File: src/rtl/rxdata_pkg.sv
// Shared definitions for the ASCII hex receive path: FSM encodings and
// the character constants the parser matches against.
package rxdata_pkg;

    // Parser states: waiting for "0", saw "0", saw "x", collecting digits
    typedef enum logic [1:0] {
        S_IDLE  = 2'd0,
        S_ZERO  = 2'd1,
        S_X     = 2'd2,
        S_DIGIT = 2'd3
    } rx_state_t;

    // Byte receiver states: line idle, start bit, data bits, stop bit
    typedef enum logic [1:0] {
        U_IDLE  = 2'd0,
        U_START = 2'd1,
        U_DATA  = 2'd2,
        U_STOP  = 2'd3
    } uart_state_t;

    localparam logic [7:0] CH_0  = 8'h30;
    localparam logic [7:0] CH_X  = 8'h78;  // lower-case; upper-case folded via | 8'h20
    localparam logic [7:0] CH_CR = 8'h0d;
    localparam logic [7:0] CH_LF = 8'h0a;
    localparam logic [7:0] CH_SP = 8'h20;

    // Longest accepted number: 8 hex digits fill the 32-bit accumulator
    localparam logic [3:0] MAX_DIGITS = 4'd8;

endpackage

File: src/rtl/rxdata_rxuart.sv
// 8N1 serial byte receiver. Samples each bit at its centre, using
// UART_SETUP clocks per bit, and emits a one-cycle o_wr with the byte.
// Bytes whose stop bit reads low are dropped.
module rxuart
    import rxdata_pkg::*;
#(
    parameter logic [23:0] UART_SETUP = 24'd868
) (
    input  logic       clk,
    input  logic       reset,
    input  logic       rx,
    output logic       o_wr,
    output logic [7:0] o_data
);

    logic        rx_meta_reg, rx_sync_reg;
    uart_state_t state_reg, state_next;
    logic [23:0] baud_cnt_reg, baud_cnt_next;
    logic [2:0]  bit_cnt_reg, bit_cnt_next;
    logic [7:0]  shift_reg, shift_next;
    logic        wr_reg, wr_next;
    logic [7:0]  data_reg, data_next;

    // Two-flop synchronizer; resets to the idle-high line level
    always_ff @(posedge clk) begin
        if (reset) begin
            rx_meta_reg <= 1'b1;
            rx_sync_reg <= 1'b1;
        end else begin
            rx_meta_reg <= rx;
            rx_sync_reg <= rx_meta_reg;
        end
    end

    // Receiver state and datapath registers
    always_ff @(posedge clk) begin
        if (reset) begin
            state_reg    <= U_IDLE;
            baud_cnt_reg <= 24'd0;
            bit_cnt_reg  <= 3'd0;
            shift_reg    <= 8'd0;
            wr_reg       <= 1'b0;
            data_reg     <= 8'd0;
        end else begin
            state_reg    <= state_next;
            baud_cnt_reg <= baud_cnt_next;
            bit_cnt_reg  <= bit_cnt_next;
            shift_reg    <= shift_next;
            wr_reg       <= wr_next;
            data_reg     <= data_next;
        end
    end

    // Bit timing: half a bit to reach the start-bit centre, then full bits
    always_comb begin
        state_next    = state_reg;
        baud_cnt_next = baud_cnt_reg;
        bit_cnt_next  = bit_cnt_reg;
        shift_next    = shift_reg;
        wr_next       = 1'b0;
        data_next     = data_reg;
        case (state_reg)
            U_IDLE: begin
                if (!rx_sync_reg) begin
                    baud_cnt_next = {1'b0, UART_SETUP[23:1]};
                    state_next    = U_START;
                end
            end
            U_START: begin
                if (baud_cnt_reg == 24'd0) begin
                    // A glitch that is gone by mid-bit is not a start bit
                    if (!rx_sync_reg) begin
                        baud_cnt_next = UART_SETUP - 24'd1;
                        bit_cnt_next  = 3'd0;
                        state_next    = U_DATA;
                    end else begin
                        state_next = U_IDLE;
                    end
                end else begin
                    baud_cnt_next = baud_cnt_reg - 24'd1;
                end
            end
            U_DATA: begin
                if (baud_cnt_reg == 24'd0) begin
                    shift_next    = {rx_sync_reg, shift_reg[7:1]};  // LSB first
                    baud_cnt_next = UART_SETUP - 24'd1;
                    if (bit_cnt_reg == 3'd7) begin
                        state_next = U_STOP;
                    end else begin
                        bit_cnt_next = bit_cnt_reg + 3'd1;
                    end
                end else begin
                    baud_cnt_next = baud_cnt_reg - 24'd1;
                end
            end
            U_STOP: begin
                if (baud_cnt_reg == 24'd0) begin
                    if (rx_sync_reg) begin
                        wr_next   = 1'b1;
                        data_next = shift_reg;
                    end
                    state_next = U_IDLE;
                end else begin
                    baud_cnt_next = baud_cnt_reg - 24'd1;
                end
            end
            default: state_next = U_IDLE;
        endcase
    end

    assign o_wr   = wr_reg;
    assign o_data = data_reg;

endmodule

File: src/rtl/rxdata.sv
// Serial "0x<hex>" number receiver: recovers bytes from the UART line and
// parses 1-8 hex digits terminated by CR or LF into a 32-bit word.
module rxdata
    import rxdata_pkg::*;
#(
    parameter logic [31:0] UART_SETUP = 32'd868
) (
    input  logic        i_clk,
    input  logic        i_reset,
    input  logic        i_uart_rx,
    output logic        o_stb,
    output logic [31:0] o_data,
    output logic        o_err
);

    logic        rx_wr;
    logic [7:0]  rx_data;
    logic [4:0]  hex;  // {valid, nibble}

    rx_state_t   state_reg, state_next;
    logic [31:0] acc_reg, acc_next;
    logic [3:0]  cnt_reg, cnt_next;
    logic [31:0] data_reg, data_next;
    logic        stb_reg, stb_next;
    logic        err_reg, err_next;

    // ASCII hex character to {valid, nibble}; letters accepted in either case
    function automatic logic [4:0] hex_decode(input logic [7:0] c);
        logic [7:0] lc;
        logic [7:0] v;
        hex_decode = 5'd0;
        lc = c | 8'h20;
        if (c >= 8'h30 && c <= 8'h39) begin
            v = c - 8'h30;
            hex_decode = {1'b1, v[3:0]};
        end else if (lc >= 8'h61 && lc <= 8'h66) begin
            v = lc - 8'h57;
            hex_decode = {1'b1, v[3:0]};
        end
    endfunction

    rxuart #(
        .UART_SETUP(UART_SETUP[23:0])
    ) u_rxuart (
        .clk    (i_clk),
        .reset  (i_reset),
        .rx     (i_uart_rx),
        .o_wr   (rx_wr),
        .o_data (rx_data)
    );

    assign hex = hex_decode(rx_data);

    // Parser state, accumulator and output registers; reset drops any byte in flight
    always_ff @(posedge i_clk) begin
        if (i_reset) begin
            state_reg <= S_IDLE;
            acc_reg   <= 32'd0;
            cnt_reg   <= 4'd0;
            data_reg  <= 32'd0;
            stb_reg   <= 1'b0;
            err_reg   <= 1'b0;
        end else begin
            state_reg <= state_next;
            acc_reg   <= acc_next;
            cnt_reg   <= cnt_next;
            data_reg  <= data_next;
            stb_reg   <= stb_next;
            err_reg   <= err_next;
        end
    end

    // Next-state logic; only bytes strobed by the receiver advance the parser
    always_comb begin
        state_next = state_reg;
        acc_next   = acc_reg;
        cnt_next   = cnt_reg;
        data_next  = data_reg;
        stb_next   = 1'b0;
        err_next   = 1'b0;
        if (rx_wr) begin
            case (state_reg)
                S_IDLE: begin
                    // Whitespace between numbers (including the LF of CR/LF) is skipped
                    if (rx_data == CH_0) begin
                        state_next = S_ZERO;
                    end else if (rx_data != CH_CR && rx_data != CH_LF && rx_data != CH_SP) begin
                        err_next = 1'b1;
                    end
                end
                S_ZERO: begin
                    if ((rx_data | 8'h20) == CH_X) begin
                        state_next = S_X;
                    end else begin
                        err_next   = 1'b1;
                        state_next = S_IDLE;
                    end
                end
                S_X: begin
                    if (hex[4]) begin
                        acc_next   = {28'h0, hex[3:0]};
                        cnt_next   = 4'd1;
                        state_next = S_DIGIT;
                    end else begin
                        err_next   = 1'b1;
                        state_next = S_IDLE;
                    end
                end
                S_DIGIT: begin
                    if (hex[4]) begin
                        if (cnt_reg < MAX_DIGITS) begin
                            acc_next = {acc_reg[27:0], hex[3:0]};
                            cnt_next = cnt_reg + 4'd1;
                        end else begin
                            err_next   = 1'b1;
                            state_next = S_IDLE;
                        end
                    end else if (rx_data == CH_CR || rx_data == CH_LF) begin
                        data_next  = acc_reg;
                        stb_next   = 1'b1;
                        state_next = S_IDLE;
                    end else begin
                        err_next   = 1'b1;
                        state_next = S_IDLE;
                    end
                end
                default: state_next = S_IDLE;
            endcase
        end
    end

    assign o_stb  = stb_reg;
    assign o_err  = err_reg;
    assign o_data = data_reg;

endmodule
File: config.mk
export PLATFORM = sky130hd
export DESIGN_NAME = rxdata
export DESIGN_NICKNAME = d
export VERILOG_FILES = /design/src/rtl/rxdata_pkg.sv /design/src/rtl/rxdata_rxuart.sv /design/src/rtl/rxdata.sv
export SDC_FILE = /design/constraint.sdc
export NUM_CORES = 1
export LEC_CHECK = 0
export CORE_MARGIN = 2
export CORE_UTILIZATION = 33
export DETAILED_ROUTE_END_ITERATION = 10
export MAX_ROUTING_LAYER = met4
export PLACE_DENSITY = 0.56
export SYNTH_ARGS = -nofsm -noshare
export SYNTH_HDL_FRONTEND = slang
export SYNTH_SLANG_ARGS = --single-unit
export TNS_END_PERCENT = 1
File: constraint.sdc
create_clock -name i_clk -period 6.8 [get_ports i_clk]
set_input_delay 0.68 -clock i_clk [delete_from_list [all_inputs] [get_ports i_clk]]
set_output_delay 0.68 -clock i_clk [all_outputs]
set_load 0.1 [all_outputs]
# --- Word-level counts from Yosys, hierarchy flattened ---
# Index checks and enable logic that the tools add are counted.
totals:
  regBits: 120
  input_bits: 3
  output_inout_bits: 34
  elab_cells: 122
op_classes:
  n_addsub: 5
  n_lt_le_gt_ge: 5
  n_eq_ne: 28
  n_mux: 44
  n_bitwise: 5
  n_reduce_logical: 21
ops:
  columns: ["cell", "count"]
  rows:
  - ["2-to-1 mux 24 bit", 5]
  - ["2-to-1 mux 32 bit", 3]
  - ["one-hot mux 24 bit (4 select lines)", 1]
  - ["one-hot mux 32 bit (2 select lines)", 1]
  - ["logical NOT 24 bit", 1]
  - ["subtractor 24 x 1 -> 24 bit, second input constant", 1]
  - ["2-to-1 mux 2 bit", 11]
  - ["== test 8 x 4 -> 1 bit, second input constant", 2]
  - ["inequality test 2 bit, second input constant", 8]
  - ["inequality test 8 x 4 -> 1 bit, second input constant", 2]
  - ["one-hot mux 2 bit (4 select lines)", 2]
  - ["AND reduction 5 bit", 3]
  - ["2-to-1 mux 3 bit", 4]
  - ["2-to-1 mux 4 bit", 3]
  - ["2-to-1 mux 5 bit", 2]
  - ["2-to-1 mux 1 bit", 9]
  - ["AND reduction 3 bit", 3]
  - ["== test 2 bit, second input constant", 4]
  - ["== test 8 x 6 -> 1 bit, second input constant", 1]
  - [">= comparator 8 x 6 -> 1 bit, second input constant", 1]
  - [">= comparator 8 x 7 -> 1 bit, second input constant", 1]
  - ["<= comparator 8 x 6 -> 1 bit, second input constant", 1]
  - ["<= comparator 8 x 7 -> 1 bit, second input constant", 1]
  - ["inequality test 2 x 1 -> 1 bit, second input constant", 4]
  - ["other kinds (23)", 34]

# --- Depth between registers and ports, before layout ---
depth:
  depth_word: 7
  depth_mapped: 9
  ltp_nobuf: 7

# --- By module ---
# A second synthesis with hierarchy kept.
unflattened:
  cells_unflattened: 621
  hier_area_um2: 5666.7
modules_own_cells:
  columns: ["module", "n_inst", "cells_per_inst", "area_each_um2"]
  rows:
  - ["rxdata", 1, 331, 3180.6]
  - ["rxuart", 1, 290, 2486.1]

# --- Least setup slack after synthesis ---
# OpenSTA, ideal clock, no wires.
synth_timing:
  path_type: "flip-flop to flip-flop"
  start: "reg u_rxuart.data_reg[0], in the netlist u_rxuart.o_data[0]"
  end: "reg acc_reg[30]"
  arrival_ps: 2071
  t_required_ps: 6726
  slack_ps: 4655
  stages_incl_launch_ff: 10
  path_buffers: 2
  period_less_slack_ps: 2145
  path_cell_list: "dfxtp_1 > inv_1 > ha_1 > o21ba_2 > o21ai_1 > a21o_2 > buf_2 > clkbuf_1 > nand2_1 > a31oi_1"
synth_between:
  elab_chain_len: 6
  elab_cells_between_ends: 11
  classes_between: "order compare: 4; eq/ne: 2; mux: 2; reduce/logical: 3"
synth_rtl:
  columns: ["item", "line", "text"]
  rows:
  - ["start: declaration", "rxdata_rxuart.sv:22", "logic [7:0] data_reg, data_next;"]
  - ["start signal: assignment", "rxdata_rxuart.sv:50", "data_reg <= data_next;"]
  - [">= comparator 8 x 7 -> 1 bit / <= comparator 8 x 7 -> 1 bit (equally long branches)", "rxdata.sv:36", "end else if (lc >= 8'h61 && lc <= 8'h66) begin"]
  - ["logical AND 1 bit", "rxdata.sv:36", null]
  - ["2-to-1 mux 5 bit", "rxdata.sv:36", null]
  - ["2-to-1 mux 5 bit *", "rxdata.sv:33", "if (c >= 8'h30 && c <= 8'h39) begin"]
  - ["inequality test 2 bit (no source line)", null, null]
  - ["AND reduction 5 bit (no source line) *", null, null]
  - ["end signal: assignment", "rxdata.sv:65", "acc_reg <= acc_next;"]
  - ["end: declaration", "rxdata.sv:21", "logic [31:0] acc_reg, acc_next;"]
# Every way passes the cells marked *; elsewhere a longest branch is shown, timed or not.
# A chain may end at the register's enable or synchronous reset.

# --- Worst setup path after layout ---
layout_timing:
  start: "reg u_rxuart.data_reg[3], in the netlist u_rxuart.o_data[3]"
  end: "reg acc_reg[6]"
# The elaborated chain is that of the path after synthesis.

==> flow_metrics.py <==
metrics = {
    "layout": {
        "final_cells": 925,
        "num_antenna_cells": 0,
        "layout_common_cells": "nand2_1, dfxtp_1, a21oi_1",
        "syn2layout_area_growth_pct": 19.2,
        "utilization_pct": 40.3,
        "nets": 711,
        "drive_above_1_share_pct": 7.66,
        "fill_cells": 1687,
        "finalInstanceArea_um2": 6680,
    },
    "global_route": {
        "grt_max_degree": 90,
        "gr-usage-met1_pct": 19.2,
        "met2_usage_pct": 25.3,
        "grt_use_total_pct": 15.7,
        "grt_pass1_vias": 4692,
        "antenna_found_initial": 0,
        "overflow": 0,
        "grt_pass1_wl_um": 22600,
        "gr-usage-met3_pct": 4.01,
        "grt_busiest_layer": "met2",
    },
    "floorplanning": {
        "die_width_um": 134,
        "die_y_um": 134,
        "ios": 37,
        "row_count": 47,
        "start_util_pct": 33.8,
        "core_area_um2": 16600,
        "die_area_um2": 18100,
    },
    "sta": {
        "final.setup.tns_ps": 0,
        "hold_viol": 0,
        "setup_viol": 0,
        "finalCritPeriodShare_pct": 40.1,
        "rsz0062_at_grt": "no",
        "max_freq_mhz": 367,
        "worst_pin_slew_ps": 1140,
        "fin_crit_ps": 2720,
        "finalWorstSetupSlack_ps": 4080,
        "finClkSkew_ps": 6.78,
        "slew_violations": 0,
        "whs_ps": 407,
        "relSlewSlack_pct": 23.9,
    },
    "power_and_ir_drop": {
        "cellInternalPower_mw": 1.58,
        "pwr-share-comb_pct": 30.5,
        "p_clk_share_pct": 36.8,
        "seqPwrFrac_pct": 32.7,
        "p_switching_mw": 0.904,
        "peakVddDrop_uv": 373,
        "cellPowerDensity_nw_per_um2": 372,
        "p_leak_nw": 2.12,
        "switching_share_pct": 36.4,
        "p_total_mw": 2.49,
    },
    "clock_network": {
        "cts_root_buffer": "clkbuf_16",
        "cts_max_path_buffers": 2,
        "cts_resized": 0,
        "clk_pin_slew_worst_paths_ps": 50,
        "cts_made_buffers": 17,
        "postCtsHoldBufs": 0,
        "clock_latency_ps": 420,
        "htreeDepth": 4,
        "post-cts-setup-buffers": 0,
        "cts_tree": "yes",
        "clkSinkCount": 120,
    },
    "worst_setup_path": {
        "required_ps": 7130,
        "crit_path_end": "acc_reg[6]",
        "r2r_end": "acc_reg[6]",
        "cpPeakStageDelay_ps": 980,
        "setup.worst_path.class": "reg -> reg",
        "crit_start": "u_rxuart.o_data[3]",
        "cp_cell_sequence": "or4b_1 > a211o_1 > a211oi_4 > nand3_1 > a31oi_1",
        "cpLargestDelayFamily": "compound AO/OA/AOI/OAI gates",
        "startpoint_type": "flip-flop",
        "regToRegSetupSlack_ps": 4080,
        "cp-end-kind": "flip-flop",
        "r2r_cells": 5,
        "r2r-start": "u_rxuart.o_data[3]",
        "critPathArrivalTime_ps": 3060,
        "crit_fanout": 28,
        "crit_cells": 5,
        "crit_buf_inv": 0,
        "cpMaxStageDelayCell": "a211oi_4",
    },
    "placed_design": {
        "placed_cell_area_um2": 6080,
        "post-place-ws_ps": 4100,
        "place_inst": 894,
        "port_buffers": 36,
        "routabilityCongestion": 0.812,
        "dpl.hpwl_um": 8560,
    },
    "worst_hold_path": {
        "hold_path.class": "reg -> reg",
    },
    "routing": {
        "avgRoutedWirePerCell_um": 14.1,
        "vias": 4937,
        "drtPass1Iterations": 4,
        "viasPerCell": 5.34,
        "routed_wl_um": 13000,
        "drt-initial-drc-count": 396,
        "drc": 0,
        "drtAntennaViolNets": 0,
    },
    "synthesis": {
        "synth_cell_types": 59,
        "synth_area_leaders": "dfxtp_1, nand2_1, a21oi_1",
        "yosys.area.top_type": "dfxtp_1",
        "yosys_warnings": 0,
        "synth_enable_flop_cells": 0,
        "netlist.area_leader.share_pct": 42.8,
        "async_reset_ff_share_pct": 0,
        "synthesis.nets": 699,
        "postSynthAreaPerCell_um2": 8.24,
        "ys_seq_area_share_pct": 42.8,
        "synth_seq_cells": 120,
        "netlist_instances": 681,
        "synth_flop_cell": "dfxtp_1",
        "synth_area_um2": 5610,
    },
    "run": {
        "maxCapViolations": 0,
    },
    "run_status": {
        "status": "complete, no violations",
    },
}
==> routing by layer <==
layer,vias to the layer above,share of wire (%)
li1,2494,-
met1,2341,49
met2,84,47
met3,18,3.3
met4,0,1.2
met5,-,0
==> cells by family after synthesis <==
logic type | count (synthesis) | synth area share (%)
and+or+nand+nor | 292 | 26.2
AOI/OAI and AO/OA | 172 | 19.4
DFF | 120 | 42.8
buffers and inverters | 62 | 4.71
muxes | 17 | 3.03
adders and majority gates | 15 | 3.35
xor gates and xnor gates | 3 | 0.469
==> cell usage after synthesis (6+ instances only) <==
library cell / n
nor2_1: 38
nand3_1: 61
o21ai_0: 15
inv_1: 15
buf_2: 10
or3_1: 8
clkbuf_1: 34
a31oi_1: 34
o211ai_1: 7
dfxtp_1: 120
a21oi_1: 70
o31ai_1: 11
ha_1: 15
or4_1: 14
o41ai_1: 6
nand4_1: 9
nand2_1: 119
mux2i_1: 17
==> worst min path at each step <==
stage	startpoint	to	slack [ps]	cells after the start
finish	u_rxuart.rx_meta_reg	u_rxuart.rx_sync_reg	410	1
global route	u_rxuart.rx_meta_reg	u_rxuart.rx_sync_reg	420	1
CTS	u_rxuart.rx_meta_reg	u_rxuart.rx_sync_reg	410	1
detailed placement	u_rxuart.rx_meta_reg	u_rxuart.rx_sync_reg	390	1
global placement	u_rxuart.rx_meta_reg	u_rxuart.rx_sync_reg	390	1
floorplan	u_rxuart.rx_meta_reg	u_rxuart.rx_sync_reg	390	1
==> power by group through the flow <==
stage | Combinational [mW] | Sequential (mW) | Clock [mW]
final | 0.757 | 0.814 | 0.915
after global routing | 0.837 | 0.823 | 0.965
after CTS | 0.754 | 0.813 | 0.935
after detailed placement | 0.751 | 0.827 | 0
after global placement | 0.730 | 0.824 | 0
after floorplan | 0.578 | 0.812 | 0
==> layout make-up <==
class,instances,area [µm²],share of cell area (%)
multi-input combinational,499,2960,44.2
sequential,120,2400,36.0
clock buffer,20,457,6.83
timing repair buffer,40,388,5.80
tap,220,275,4.12
clock inverter,11,148,2.21
inverter,15,56.3,0.842
No activity file was read; power rests on OpenSTA's default activity.
